<file path="src/rtl/red_pitaya_pwm_demod.sv">
// Receive end of the slow-DAC PWM loopback: counts high cycles per frame on four
// PWM lines and rebuilds each channel's {integer, 16-bit dither} code per 16-frame group.
module red_pitaya_pwm_demod #(
  parameter int unsigned PWM_FULL = 156,
  parameter int unsigned SYNC_OFS = 5
) (
  input  logic        dac_2clk_i,
  input  logic        dac_rst_i,
  input  logic [3:0]  pwm_i,
  input  logic        pwm_sync_i,
  output logic [23:0] code_a_o,
  output logic [23:0] code_b_o,
  output logic [23:0] code_c_o,
  output logic [23:0] code_d_o,
  output logic        code_vld_o,
  output logic        locked_o,
  output logic        sync_err_o
);

  localparam int unsigned GROUP = 16 * PWM_FULL;
  localparam int PW = $clog2(GROUP);
  localparam int CW = $clog2(PWM_FULL);
  localparam int OW = $clog2(SYNC_OFS + 1);

  typedef enum logic [1:0] {IDLE, ARM, RUN} state_t;

  state_t         state_q, state_d;
  logic [OW-1:0]  ofs_q, ofs_d;
  logic [PW-1:0]  pcnt_q, pcnt_d;
  logic [CW-1:0]  ccnt_q, ccnt_d;
  logic [3:0]     fcnt_q, fcnt_d;
  logic           sync_exp, sync_err, frame_end, group_ok;

  logic [3:0][7:0]        h_q, h_inc, m_q, m_d;
  logic [3:0][15:0][7:0]  hk_q, shadow_q;
  logic [3:0][15:0]       frac;
  logic [3:0][23:0]       code_q;
  logic [2:0]             go_q;
  logic                   vld_q, locked_q, err_q;

  always_comb begin
    state_d   = state_q;
    ofs_d     = ofs_q;
    pcnt_d    = pcnt_q + 1'b1;
    ccnt_d    = ccnt_q;
    fcnt_d    = fcnt_q;
    sync_err  = 1'b0;
    frame_end = 1'b0;
    group_ok  = 1'b0;
    sync_exp  = (pcnt_q == PW'(GROUP - 1));
    case (state_q)
      IDLE: begin
        pcnt_d = '0;
        if (pwm_sync_i) begin
          state_d = ARM;
          ofs_d   = OW'(SYNC_OFS - 1);
        end
      end
      ARM: begin
        ofs_d  = ofs_q - 1'b1;
        ccnt_d = '0;
        fcnt_d = '0;
        if (ofs_q <= OW'(1)) state_d = RUN;
      end
      RUN: begin
        frame_end = (ccnt_q == CW'(PWM_FULL - 1));
        if (frame_end) begin
          ccnt_d = '0;
          fcnt_d = fcnt_q + 1'b1;
        end else begin
          ccnt_d = ccnt_q + 1'b1;
        end
      end
      default: state_d = IDLE;
    endcase
    // Outside IDLE every sync is judged against the period counter.
    if (state_q != IDLE) begin
      sync_err = pwm_sync_i ^ sync_exp;
      if (pwm_sync_i) pcnt_d = '0;
      if (sync_err && pwm_sync_i) begin
        state_d = ARM;
        ofs_d   = OW'(SYNC_OFS - 1);
      end else if (sync_err) begin
        state_d = IDLE;
      end
    end
    group_ok = frame_end && (fcnt_q == 4'd15) && !sync_err;
  end

  always_ff @(posedge dac_2clk_i) begin
    if (dac_rst_i) begin
      state_q <= IDLE;
      ofs_q   <= '0;
      pcnt_q  <= '0;
      ccnt_q  <= '0;
      fcnt_q  <= '0;
    end else begin
      state_q <= state_d;
      ofs_q   <= ofs_d;
      pcnt_q  <= pcnt_d;
      ccnt_q  <= ccnt_d;
      fcnt_q  <= fcnt_d;
    end
  end

  always_comb begin
    for (int ch = 0; ch < 4; ch++) begin
      h_inc[ch] = (h_q[ch] == 8'hFF) ? h_q[ch] : h_q[ch] + {7'd0, pwm_i[ch]};
      m_d[ch] = shadow_q[ch][0];
      for (int k = 1; k < 16; k++) begin
        if (shadow_q[ch][k] < m_d[ch]) m_d[ch] = shadow_q[ch][k];
      end
      for (int k = 0; k < 16; k++) frac[ch][k] = (shadow_q[ch][k] != m_q[ch]);
    end
  end

  always_ff @(posedge dac_2clk_i) begin
    if (dac_rst_i) begin
      h_q      <= '0;
      hk_q     <= '0;
      shadow_q <= '0;
      m_q      <= '0;
      code_q   <= '0;
      go_q     <= '0;
      vld_q    <= 1'b0;
      locked_q <= 1'b0;
      err_q    <= 1'b0;
    end else begin
      for (int ch = 0; ch < 4; ch++) begin
        if (state_q != RUN) begin
          h_q[ch] <= '0;
        end else if (frame_end) begin
          hk_q[ch][fcnt_q] <= h_inc[ch];
          h_q[ch]          <= '0;
        end else begin
          h_q[ch] <= h_inc[ch];
        end
      end
      // shadow -> min -> code, one register each; the next group cannot disturb shadow in time
      go_q <= {go_q[1:0], group_ok};
      if (go_q[0]) shadow_q <= hk_q;
      if (go_q[1]) m_q <= m_d;
      vld_q <= go_q[2];
      if (go_q[2]) begin
        for (int ch = 0; ch < 4; ch++) code_q[ch] <= {m_q[ch], frac[ch]};
      end
      err_q <= sync_err;
      if (sync_err) locked_q <= 1'b0;
      else if (group_ok) locked_q <= 1'b1;
    end
  end

  assign code_a_o   = code_q[0];
  assign code_b_o   = code_q[1];
  assign code_c_o   = code_q[2];
  assign code_d_o   = code_q[3];
  assign code_vld_o = vld_q;
  assign locked_o   = locked_q;
  assign sync_err_o = err_q;

endmodule

</file>
<file path="config.mk">
export PLATFORM = sky130hd
export DESIGN_NAME = red_pitaya_pwm_demod
export DESIGN_NICKNAME = d
export VERILOG_FILES = /design/src/rtl/red_pitaya_pwm_demod.sv
export SDC_FILE = /design/constraint.sdc
export NUM_CORES = 2
export LEC_CHECK = 0
export ABC_AREA = 1
export BUFFER_PORTS_ARGS = -buffer_cell sky130_fd_sc_hd__buf_2
export CELL_PAD_IN_SITES_DETAIL_PLACEMENT = 1
export CELL_PAD_IN_SITES_GLOBAL_PLACEMENT = 2
export CORE_MARGIN = 4
export CORE_UTILIZATION = 25
export DETAILED_ROUTE_END_ITERATION = 6
export GPL_TIMING_DRIVEN = 0
export PLACE_DENSITY_LB_ADDON = 0.15
export SYNTH_ARGS = -nofsm -noshare
export SYNTH_HDL_FRONTEND = slang
export SYNTH_SLANG_ARGS = --single-unit
</file>
<file path="constraint.sdc">
create_clock -name dac_2clk_i -period 26.3 [get_ports dac_2clk_i]
set_input_delay 7.89 -clock dac_2clk_i [delete_from_list [all_inputs] [get_ports dac_2clk_i]]
set_output_delay 7.89 -clock dac_2clk_i [all_outputs]
set_load 0.03 [all_outputs]
</file>
# Word-level counts from Yosys, hierarchy flattened
# Index checks and enable logic that the tools add are counted.
[word_totals]
out_inout_bits = 99
register_bits = 1219
in_bits = 7
elab_cells = 398
[op_classes]
magnitude_cmp = 63
n_addsub = 8
bitwise = 2
muxes = 89
n_eq_ne = 75
reduce_logical = 12
[ops]
columns = ["op", "count"]
rows = [
  ["$mux W8", 66],
  ["$bwmux W128", 4],
  ["$ne A8 B8 Y1", 64],
  ["$lt A8 B8 Y1", 60],
  ["$eq A8 B8 Y1 const B", 5],
  ["$mux W12", 3],
  ["$add A8 B1 Y8", 4],
  ["$demux W8 S4", 1],
  ["$pmux W8 S2", 1],
  ["$add A12 B1 Y12 const B", 1],
  ["$eq A12 B12 Y1 const B", 1],
  ["$mux W2", 5],
  ["$mux W3", 3],
  ["$add A8 B1 Y8 const B", 1],
  ["$pmux W4 S2", 1],
  ["$pmux W2 S3", 1],
  ["$pmux W3 S2", 1],
  ["$lt A4 B5 Y1 const B", 1],
  ["$add A4 B1 Y4 const B", 1],
  ["$eq A4 B4 Y1 const B", 1],
  ["$ge A4 B1 Y1 const B", 1],
  ["$logic_and A1 B1 Y1", 4],
  ["$mux W4", 1],
  ["$ne A2 B2 Y1 const B", 2],
  ["other kinds (13)", 16],
]

# Longest topological paths before layout
[depth]
depth_word = 30
mapped_depth = 153
depth_no_buf = 139

# Worst setup path before layout
# Ideal clock, no wire load.
[synth_path]
kind = "reg2reg"
start = "reg shadow_q[258] (netlist bit)"
end = "reg m_q[17] (netlist bit)"
arrival_ns = 21.354
setup_ns = 0.070
n_path_buf = 14
stages_incl_launch_ff = 110
period_less_slack_ns = 21.423
required_time_ns = 26.230
setup_slack_ns = 4.877
cell_sequence = "dfxtp_1 inv_1 ha_1 nand2_1 inv_2 nand2_1 nand2_2 nand2_4 nand2_4 buf_6 o21ai_0 ha_1 a21oi_1 nor2_1 a211oi_1 nand2_4 clkbuf_8 o21ai_0 (+74 left out) nand2_2 buf_6 o21ai_0 ha_1 a21oi_1 nor2_1 a211oi_1 nand2_2 buf_6 o21ai_0 ha_1 a21oi_1 nor2_1 a211oi_2 nand2_4 nand2_1 nand3_1 a21oi_1"
[synth_between]
elab_chain_len = 30
[synth_rtl]
columns = ["item", "line_no", "source"]
rows = [
  ["start: declaration", "35", "logic [3:0][15:0][7:0] hk_q, shadow_q;"],
  ["start signal: assignment", "141", "if (go_q[0]) shadow_q <= hk_q;"],
  ["$lt A8 B8 Y1", "111", "if (shadow_q[ch][k] < m_d[ch]) m_d[ch] = shadow_q[ch][k];"],
  ["$mux W8 (*)", "111", ""],
  ["$lt A8 B8 Y1", "111", ""],
  ["$mux W8 (*)", "111", ""],
  ["$lt A8 B8 Y1", "111", ""],
  ["$mux W8 (*)", "111", ""],
  ["$lt A8 B8 Y1", "111", ""],
  ["$mux W8 (*)", "111", ""],
  ["(+14 left out)", "-", ""],
  ["$lt A8 B8 Y1", "111", ""],
  ["$mux W8 (*)", "111", ""],
  ["$lt A8 B8 Y1", "111", ""],
  ["$mux W8 (*)", "111", ""],
  ["$lt A8 B8 Y1", "111", ""],
  ["$mux W8 (*)", "111", ""],
  ["$lt A8 B8 Y1", "111", ""],
  ["$mux W8 (*)", "111", ""],
  ["end signal: assignment", "142", "if (go_q[1]) m_q <= m_d;"],
  ["end: declaration", "34", "logic [3:0][7:0] h_q, h_inc, m_q, m_d;"],
]
# Mark *: on every way between the ends. The rest lies on a longest branch, timed or not.
# A chain may end at the register's enable or synchronous reset.

# Worst setup path after layout
[layout_path]
start = "reg shadow_q[391] (netlist bit)"
end = "reg m_q[31] (netlist bit)"
# Same word-level chain as after synthesis.

==> run summary <==
Setup Crit Path Kind: flip-flop to flip-flop
row count: 185
First-pass DRT Iterations: 5
Post-DP HPWL: 260,000 um
Worst R2R End: m_q[31]$_SDFFE_PP0P_
hold path cells: 2
Post-synth EDFFs: 0
global-route wire length before repair: 486,000 um
wire per inst: 27.0 um
fin. max-slew vios: 44
LEAKAGE: 34.4 nW
PortBufs: 105
Crit-path slowest cell: o21ai_0
GRT overflow: 0
num ports: 106
worst hold start: hk_q[497]$_SDFFE_PP0P_
clk_lat worst skew: 830 ps
Hold Slack: 447 ps
Syn Inst Count: 8,995
flop2flop setup slack: 2000 ps
critical path peak fanout: 10
die height: 514 um
CTS root buf: clkbuf_16
Post-Syn Nets: 9,344
FMAX: 41.2 MHz
CORE AREA: 254,000 um2
VDD IR-drop max: 0.0672 mV
Avg Inst Size Synth: 7.11 um2
Routed WL: 345,000 um
Setup TNS Final: 0 ps
Routed met3 length: 15,300 um
Reg2Reg Depth: 109
worst setup path start: shadow_q[391]$_SDFFE_PP0P_
most frequent cells in the layout: o21ai_0 (1,421), nand2_1 (1,284), dfxtp_1 (1,219), a21oi_1 (1,111), nor2_1 (939)
Post-route DRC: 0
Async SR Flop Fraction: 0
vias in the first global route: 65,898
area delta synth->final: 16.4%
drt via density: 5.13
worst slew pin tran: 1650 ps
CTS Sinks: 1,219
Post-CTS Hold Fix Bufs: 0
slowest stage delay, CP: 670 ps
Critical Path RT: 27,000 ps
final net count: 9,620
area of the die: 264,000 um2
DR iter-0 viols: 4,619
final hold vios: 0
crit path time final: 24,300 ps
CTS H-tree depth: 4
share of post-route cells with drive strength above 1: 0.0803
failing checks: capacitance limit, slew limit
CP Capture Type: flip-flop
Mapped Area: 64,000 um2
# Max-Cap Violations: 5
synthesized flop and latch total: 1,219
WL met1: 161,000 um
Tot GR Track Use: 0.252
most common cell after layout, fill and taps aside: o21ai_0
starting density of the core: 0.251
number of buffers created by CTS: 151
sequential area share after synthesis: 0.382
Final Util: 0.293
placed insts: 12,481
slew margin rel.: -0.103
Hold Path End: shadow_q[497]$_SDFFE_PP0P_
crit-path leading delay family: compound AO/OA/AOI/OAI gates
antenna viol nets, final: 0
top_reg_cell synth: dfxtp_1
crit path DAT: 25,000 ps
HP Class: flip-flop to flip-flop
CP Buf/Inv Count: 18
PwrDens: 56.8 nW/um2
Synth Warn #: 0
routed wl met2: 157,000 um
maximum clock insertion buffer count: 3
Clock Skews: 35.3 ps
status: finished with violations
FF-to-FF Start: shadow_q[391]$_SDFFE_PP0P_
largest net degree at the start of global routing: 17
Final GP Congestion: 0.891
final period utilization: 0.924
TritonCTS clock tree: yes
initial antenna violation count: 42
final std cells w/o fill: 12,761
number of library cell types mapped by synthesis: 42
clk slew on worst S/H paths: 60 ps
Setup violations, final: 0
Startpoint Class: flip-flop
Max Used Layer: met5
WP depth: 109
via count of the routed design: 65,409
Die W: 514 um
-- logic make-up after synthesis --
logic type	Yosys count	share of synthesized area
AND/OR/NAND/NOR	3057	0.204
AO/OA/AOI/OAI	2839	0.235
buffers and inverters	1340	0.0854
flip-flops	1219	0.382
adder cells (fa/ha/maj)	342	0.0669
XOR/XNOR	198	0.0271
-- worst min-delay path, stage by stage (launching register included) --
cell     delay, ps
dfxtp_1        310
inv_1           50
a21oi_1         50
-- worst max-delay path by stage --
stage	end	slack, ps
after floorplan	m_q[17]$_SDFFE_PP0P_	4880
after global placement	m_q[31]$_SDFFE_PP0P_	-830
after detailed placement	m_q[31]$_SDFFE_PP0P_	-1520
after CTS	m_q[7]$_SDFFE_PP0P_	80
after global routing	m_q[23]$_SDFFE_PP0P_	-40
final	m_q[31]$_SDFFE_PP0P_	2000
-- routing by layer --
metal	track usage	vias to the layer above
li1	-	30847
met1	0.345	32637
met2	0.412	1523
met3	0.0303	398
met4	0.0823	4
met5	0	-
-- stage by stage --
stage	worst slack, ps	instance area [um2]	power, mW
floorplan	4880	64000	1.99
global placement	-832	68700	2.06
detailed placement	-1520	69100	2.06
CTS	79.9	74200	4.26
global route	-39.6	74400	4.35
finish	2000	74500	4.23
-- flip-flops by register name, indices dropped and copies added, names as in the netlist --
signal,cells
shadow_q,512
code_vld_o,1
hk_q,512
state_q,2
code_a_o,24
ccnt_q,8
go_q,3
pcnt_q,12
code_d_o,24
ofs_q,3
h_q,32
code_c_o,24
sync_err_o,1
locked_o,1
code_b_o,24
fcnt_q,4
m_q,32
-- synth_stat cells, drive strengths merged, types with 39 or more instances --
master,number,area (um2)
nor3,73,365
xor2,178,1560
nand3,456,2290
a211oi,76,586
nand2,1486,6230
o22ai,44,275
a41oi,39,342
buf,48,365
inv,757,2840
clkbuf,492,2090
nor4,76,475
a21oi,1111,5560
o21bai,48,360
nor2,946,3550
ha,342,4280
clkinv,43,163
dfxtp,1219,24400
o21ai,1435,7180
a2111oi,59,517
-- report_power, final --
group          total [mW]  switching [mW]  internal, mW  leakage (nW)
Combinational       0.171           0.132        0.0392          22.1
Clock                2.20           0.908          1.29          2.51
Sequential           1.85         0.00370          1.85          9.81
-- layout make-up --
| class | count | area (um2) |
|---|---|---|
| buffer | 540 | 2500 |
| antenna | 12 | 30.0 |
| multi-input combinational | 6436 | 34400 |
| clock inverter | 56 | 687 |
| tap | 3366 | 4210 |
| sequential | 1219 | 24400 |
| clock buffer | 209 | 4400 |
| fill | 31005 | 180000 |
| timing repair buffer | 123 | 846 |
| inverter | 800 | 3000 |
-- timing repair --
action,4_1_cts,5_1_grt
pin swaps,0,1
setup buffers,0,2
resized for setup,16,45
setup endpoints to repair,24,32
Note: power is estimated with default switching activity, not from simulation.
